`config.mk`:
```
export PLATFORM = sky130hd
export DESIGN_NAME = alu_arbiter
export DESIGN_NICKNAME = d
export VERILOG_FILES = /design/src/rtl/alu_arbiter.sv
export SDC_FILE = /design/constraint.sdc
export NUM_CORES = 1
export LEC_CHECK = 0
export ABC_AREA = 1
export CORE_ASPECT_RATIO = 0.5
export CORE_UTILIZATION = 39
export DETAILED_ROUTE_END_ITERATION = 8
export PLACE_DENSITY = 0.83
export SLEW_MARGIN = 15
export SYNTH_ARGS = -nofsm -noshare
export SYNTH_HDL_FRONTEND = slang
export SYNTH_SLANG_ARGS = --single-unit
```
`constraint.sdc`:
```
create_clock -name clk -period 1.8 [get_ports clk]
set_clock_uncertainty 0.2 [all_clocks]
set_input_delay 0.36 -clock clk [delete_from_list [all_inputs] [get_ports clk]]
set_output_delay 0.36 -clock clk [all_outputs]
set_load 0.02 [all_outputs]
```
`src/rtl/alu_arbiter.sv`:
```
// Round-robin arbiter sharing one external combinational ALU between two requesters.
// Optional ALU_ARB_STATS_EN adds saturating handshake and error counters.
package alu_arbiter_pkg;
    typedef enum logic [2:0] {
        Operation_ADD = 3'd0,
        Operation_SUB = 3'd1,
        Operation_MUL = 3'd2,
        Operation_DIV = 3'd3,
        Operation_AND = 3'd4,
        Operation_OR  = 3'd5,
        Operation_XOR = 3'd6,
        Operation_NOP = 3'd7
    } operation_t;
endpackage

module alu_arbiter
    import alu_arbiter_pkg::*;
#(
    parameter int WIDTH = 8
) (
    input  logic               clk,
    input  logic               reset,
    input  logic [1:0]         req_valid,
    output logic [1:0]         req_ready,
    input  logic [WIDTH-1:0]   req0_in1,
    input  logic [WIDTH-1:0]   req0_in2,
    input  operation_t         req0_op,
    input  logic [WIDTH-1:0]   req1_in1,
    input  logic [WIDTH-1:0]   req1_in2,
    input  operation_t         req1_op,
    output logic [WIDTH-1:0]   alu_in1,
    output logic [WIDTH-1:0]   alu_in2,
    output operation_t         alu_op,
    output logic               alu_nvalid_data,
    input  logic [2*WIDTH-1:0] alu_out,
    input  logic               alu_zero,
    input  logic               alu_error,
    output logic               rsp_valid,
    input  logic               rsp_ready,
    output logic               rsp_id,
    output logic [2*WIDTH-1:0] rsp_data,
    output logic               rsp_zero,
    output logic               rsp_error
`ifdef ALU_ARB_STATS_EN
    ,
    output logic [15:0]        stat_ops0,
    output logic [15:0]        stat_ops1,
    output logic [15:0]        stat_err
`endif
);

    typedef enum logic [1:0] {
        IDLE,
        EXEC,
        HOLD
    } state_t;

    state_t     state_q;
    state_t     state_d;
    logic [1:0] grant;
    logic       last_grant;
    logic       rsp_hs;

    assign rsp_hs = (state_q == HOLD) && rsp_valid && rsp_ready;

    // Under contention the requester not served last wins.
    always_comb begin
        grant = 2'b00;
        if (state_q == IDLE) begin
            if (req_valid == 2'b11) begin
                grant = last_grant ? 2'b01 : 2'b10;
            end else begin
                grant = req_valid;
            end
        end
    end

    assign req_ready       = grant;
    assign alu_nvalid_data = (state_q == IDLE);

    always_comb begin
        state_d = state_q;
        unique case (state_q)
            IDLE:    if (|grant) state_d = EXEC;
            EXEC:    state_d = HOLD;
            HOLD:    if (rsp_hs) state_d = IDLE;
            default: state_d = IDLE;
        endcase
    end

    always_ff @(posedge clk or posedge reset) begin
        if (reset) begin
            state_q <= IDLE;
        end else begin
            state_q <= state_d;
        end
    end

    always_ff @(posedge clk or posedge reset) begin
        if (reset) begin
            alu_in1    <= '0;
            alu_in2    <= '0;
            alu_op     <= Operation_ADD;
            last_grant <= 1'b1;
            rsp_id     <= 1'b0;
            rsp_valid  <= 1'b0;
            rsp_data   <= '0;
            rsp_zero   <= 1'b0;
            rsp_error  <= 1'b0;
        end else begin
            if (grant[0]) begin
                alu_in1    <= req0_in1;
                alu_in2    <= req0_in2;
                alu_op     <= req0_op;
                last_grant <= 1'b0;
                rsp_id     <= 1'b0;
            end else if (grant[1]) begin
                alu_in1    <= req1_in1;
                alu_in2    <= req1_in2;
                alu_op     <= req1_op;
                last_grant <= 1'b1;
                rsp_id     <= 1'b1;
            end
            if (state_q == EXEC) begin
                rsp_data  <= alu_out;
                rsp_zero  <= alu_zero;
                rsp_error <= alu_error;
                rsp_valid <= 1'b1;
            end else if (rsp_hs) begin
                rsp_valid <= 1'b0;
            end
        end
    end

`ifdef ALU_ARB_STATS_EN
    always_ff @(posedge clk or posedge reset) begin
        if (reset) begin
            stat_ops0 <= '0;
            stat_ops1 <= '0;
            stat_err  <= '0;
        end else if (rsp_hs) begin
            if (!rsp_id && stat_ops0 != 16'hFFFF) begin
                stat_ops0 <= stat_ops0 + 16'd1;
            end
            if (rsp_id && stat_ops1 != 16'hFFFF) begin
                stat_ops1 <= stat_ops1 + 16'd1;
            end
            if (rsp_error && stat_err != 16'hFFFF) begin
                stat_err <= stat_err + 16'd1;
            end
        end
    end
`endif

endmodule
```
-- Word level (Yosys, flattened, before mapping)
Cells that the tools add are included.
W data, S select, Z words.
- bits in writable memories: 0
- logic and storage cells: 38
- flip-flop bits (word level): 42
- ROM bits: 0
- bits in latches: 0
- memories: 0
- equality and inequality tests: 5
- magnitude comparators: 0
- $add $sub $neg: 0
- multiply operators: 0
- multiplexer cells: 16
- bitwise operators: 0
- reduce and logical (&&, ||, !) cells: 7
- divide/modulo/power cells: 0
- shift operators: 0
- operators with widths (cell ; number):
    $mux W8 ; 4
    $mux W2 ; 5
    $mux W3 ; 2
    $pmux W2 S3 ; 1
    $eq A2 B2 Y1 const B ; 2
    $mux W1 ; 4
    $reduce_bool A2 Y1 ; 2
    $eq A2 B1 Y1 const B ; 1
    $logic_and A1 B1 Y1 ; 2
    $logic_not A2 Y1 ; 1
    $ne A2 B1 Y1 const B ; 1
    $ne A2 B2 Y1 const B ; 1
    $reduce_and A2 Y1 ; 1
    $reduce_or A2 Y1 ; 1

-- Longest topological paths before layout
- depth in word-level cells: 6
- depth in mapped cells: 7
- depth with buffers taken out: 6

-- Worst setup path after synthesis
OpenSTA, ideal clock, no wires.
- path type: flip-flop to output port
- start point: register state_q[0]
- end point: output req_ready[1]
- required time: 1.240 ns
- slack: 0.219 ns
- stages on the path, launching flop included: 5
- arrival: 1.021 ns
- path buffers: 1
- cell sequence: dfrtp_1 nor2_4 buf_4 o211ai_2 inv_1
- word-level cells in the longest chain between the ends: 2
- ends and longest elaborated chain (what ; RTL line ; text):
    start, declared ; 58 ; state_t state_q;
    start signal, assigned ; 95 ; state_q <= state_d;
    $logic_not A2 Y1 ; n/a ;
    net alu_nvalid_data ; 34 ; output logic alu_nvalid_data,
    $mux W2 ; 69 ; if (state_q == IDLE) begin
    end, declared ; 24 ; output logic [1:0] req_ready,
The timed path passes the listed nets, and every way through them passes these cells.

-- Worst setup path in the final report
- start point: register state_q[0]
- end point: output req_ready[1]
- word-level cells in the longest chain between the ends: 2
- ends and longest elaborated chain (what ; RTL line):
    $logic_not A2 Y1 ; 69
    $mux W2 ; 69
No other way between the ends.

==> flow_metrics.tcl <==
set metrics [dict create \
    outcome "finished with violations" \
    violations "negative setup slack" \
    clk_path_buf_depth 2 \
    critical-path-max-stage-delay_ns 0.41 \
    dp_cells 403 \
    highest_layer "met4" \
    power.internal_mw 3.31 \
    path_buf_inv 2 \
    antenna_found_initial 0 \
    grt_max_degree 26 \
    synth_top_area_cell "dfrtp_1" \
    start_util 0.416 \
    cts_tree "done" \
    fmax_ghz 0.547 \
    wl_per_cell_um 14.3 \
    hold_viol 0 \
    crit_cells 4 \
    synth_edf_count 0 \
    r2r-start "state_q[0]" \
    area_growth_syn_to_layout_pct 59.7 \
    p_switching_mw 2.30 \
    first_iter_violations 87 \
    yosysMostFrequentCell "nand2_1" \
    crit_required_ns 1.24 \
    port_buffers 102 \
    cp-endpoint "req_ready[1]" \
    dpl.hpwl_um 4360 \
    yosysUniqueCellTypes 19 \
    crit_family "flip-flops" \
    rows 18 \
    firstDrtPassIters 5 \
    syn_area_sq_um 2100 \
    reg2reg_depth 6 \
    power_per_cell_area_nw_per_um2 1670 \
    place.gp.congestion 0.824 \
    htreeDepth 2 \
    chipHeight_um 53.9 \
    rsz0062_at_grt "yes" \
    synth_area_per_cell_sq_um 9.21 \
    root_buffer "clkbuf_8" \
    drive_gt1_frac 0.171 \
    wl_met2_um 3150 \
    reg2reg_slack_ns 0.11 \
    yosysTopAreaCellShare 0.488 \
    drc 0 \
    end_kind "output port" \
    drt-total-wl_um 5910 \
    viasPerCell 4.78 \
    ant_nets 0 \
    core_sq_um 5040 \
    cp-start-kind "flip-flop" \
    netlist_top_cells_area "dfrtp_1, mux2_4, nand2_1" \
    die-area_sq_um 5700 \
    path_clk_slew_ns 0.08 \
    grt_pass1_vias 1960 \
    stdcell_count 415 \
    num-nets-final 405 \
    cap_violations 0 \
    synth.net_count 289 \
    ioPinCount 103 \
    crit_type "reg -> out" \
    grt-ovfl-total 0 \
    insertedDiodeCount 0 \
    yosysSeqAreaShare 0.501 \
    p_leak_nw 1.81 \
    power_switching_share 0.411 \
    track_usage 0.215 \
    fill_cells 387 \
    hp-class "in -> async" \
    wl_met1_um 2400 \
    crit_chain "nor2_4 -> o211ai_2 -> inv_1 -> buf_6" \
    synth_common_cells "nand2_1, inv_1, dfrtp_1" \
    ys_ff_latch 42 \
    p_clk_frac 0.131 \
    slew_headroom 0.757 \
    drv_slew 0 \
    critPathLaunch "state_q[0]" \
    peakVddDrop_mv 0.749 \
    post-route-min-period_ns 1.83 \
    routed-via-count 1983 \
    netlist_instances 228 \
    ys_async_sr_fraction 1.00 \
    synth_top_flop_cell "dfrtp_1" \
    cts-buffers-inserted 5 \
    cp_max_fo 5 \
    combPwrFrac 0.565 \
    grt_pass1_wl_um 9250 \
    utilization 0.665 \
    finalCritPeriodShare 1.02 \
    setup_viol 1 \
    routed-wl-met3_um 286 \
    yosysWarnings 0 \
    die-width_um 106 \
    fin_ws_ns -0.0271 \
    arrival_ns 1.27 \
    r2r-end "alu_in2[1]" \
    cp_slowest_cell "dfrtp_1" \
    clkSinkCount 42 \
    sequentialPowerShare 0.304 \
    worst_slew_pin_slew_ns 0.364 \
    insertion_delay_ns 0.30 \
]
-- cell families (layout without fill, tap and decap cells) --
| family | Yosys count | after routing | share of synthesized area |
|---|---|---|---|
| buffers and inverters | 59 | 176 | 0.126 |
| and+or+nand+nor | 105 | 105 | 0.229 |
| AOI/OAI and AO/OA | 4 | 4 | 0.0161 |
| muxes | 18 | 18 | 0.129 |
| DFF | 42 | 42 | 0.501 |
-- power by group through the flow --
stage | Clock, mW | Sequential [mW] | Combinational (mW)
after floorplan | 0 | 2.25 | 1.39
after global placement | 0 | 1.71 | 3.27
after detailed placement | 0 | 1.74 | 3.38
after CTS | 0.746 | 1.70 | 3.13
after global routing | 0.795 | 1.76 | 3.38
final | 0.737 | 1.70 | 3.17
-- stage by stage --
stage | instance area [sq um] | worst slack, ns | hold slack (ns) | total power, mW | setup TNS [ns]
after floorplan | 2100 | 0.219 | 0.308 | 3.64 | 0
after global placement | 3250 | -0.496 | 0.265 | 4.99 | -3.53
after detailed placement | 3250 | -0.542 | 0.272 | 5.12 | -5.00
after CTS | 3330 | -0.000685 | 0.178 | 5.58 | -0.000685
after global routing | 3350 | -0.0689 | 0.196 | 5.94 | -0.0689
final | 3350 | -0.0271 | 0.179 | 5.61 | -0.0271
-- what timing repair did --
action,CTS,global route
gates cloned,0,0
hold buffers,0,0
gates resized for setup,57,6
pin swaps,2,2
endpoints found under the setup margin,42,3
buffers inserted,2,2
-- worst min path at each step --
stage                 start      endpoint  slack [ns]  cells past startpoint
2_1_floorplan  req_valid[1]    last_grant        0.31                      2
3_3_place_gp     alu_in1[5]    alu_in1[5]        0.26                      2
3_5_place_dp     alu_in1[4]    alu_in1[4]        0.27                      2
4_1_cts               reset  rsp_data[10]        0.18                      3
5_1_grt               reset  rsp_data[13]        0.20                      3
6_report              reset  rsp_data[10]        0.18                      3
-- state kept, by name (all words and copies together) (netlist names) --
name / flops
rsp_id: 1
state_q: 2
rsp_valid: 1
rsp_error: 1
alu_in1: 8
alu_in2: 8
alu_op: 3
rsp_zero: 1
rsp_data: 16
last_grant: 1
-- tightest hold or removal path: cells and delay by family --
family,cells,cell delay [ns]
buf+inv,3,0.69
-- layer usage --
layer / vias up / global-route usage
li1: 945 / -
met1: 973 / 0.241
met2: 56 / 0.423
met3: 9 / 0.0508
met4: 0 / 0.0625
met5: - / 0
-- cells in the final DEF (no fill, tap or decap), drive strengths merged --
cell type,netlist,routed
bufinv,0,1
nand3,20,20
dfstp,1,1
buf,13,24
mux2,18,18
nand2,64,64
clkinvlp,0,1
inv,45,44
clkinv,0,1
o21ai,2,2
clkbuf,1,6
nand3b,1,1
dfrtp,41,41
o31ai,1,1
clkdlybuf4s50,0,58
nor2,1,1
dlygate4sd2,0,41
nand4,19,19
o211ai,1,1
-- layout make-up --
| class | count | area (sq um) | area share |
|---|---|---|---|
| clock buffers | 6 | 72.6 | 0.0216 |
| clock inverters | 2 | 37.5 | 0.0112 |
| inverters | 45 | 169 | 0.0504 |
| multi-input cells | 127 | 792 | 0.236 |
| flip-flops and latches | 42 | 1050 | 0.314 |
| well taps | 70 | 87.6 | 0.0261 |
| repair buffers | 123 | 1140 | 0.341 |
Note: power is estimated with default switching activity, not from simulation.
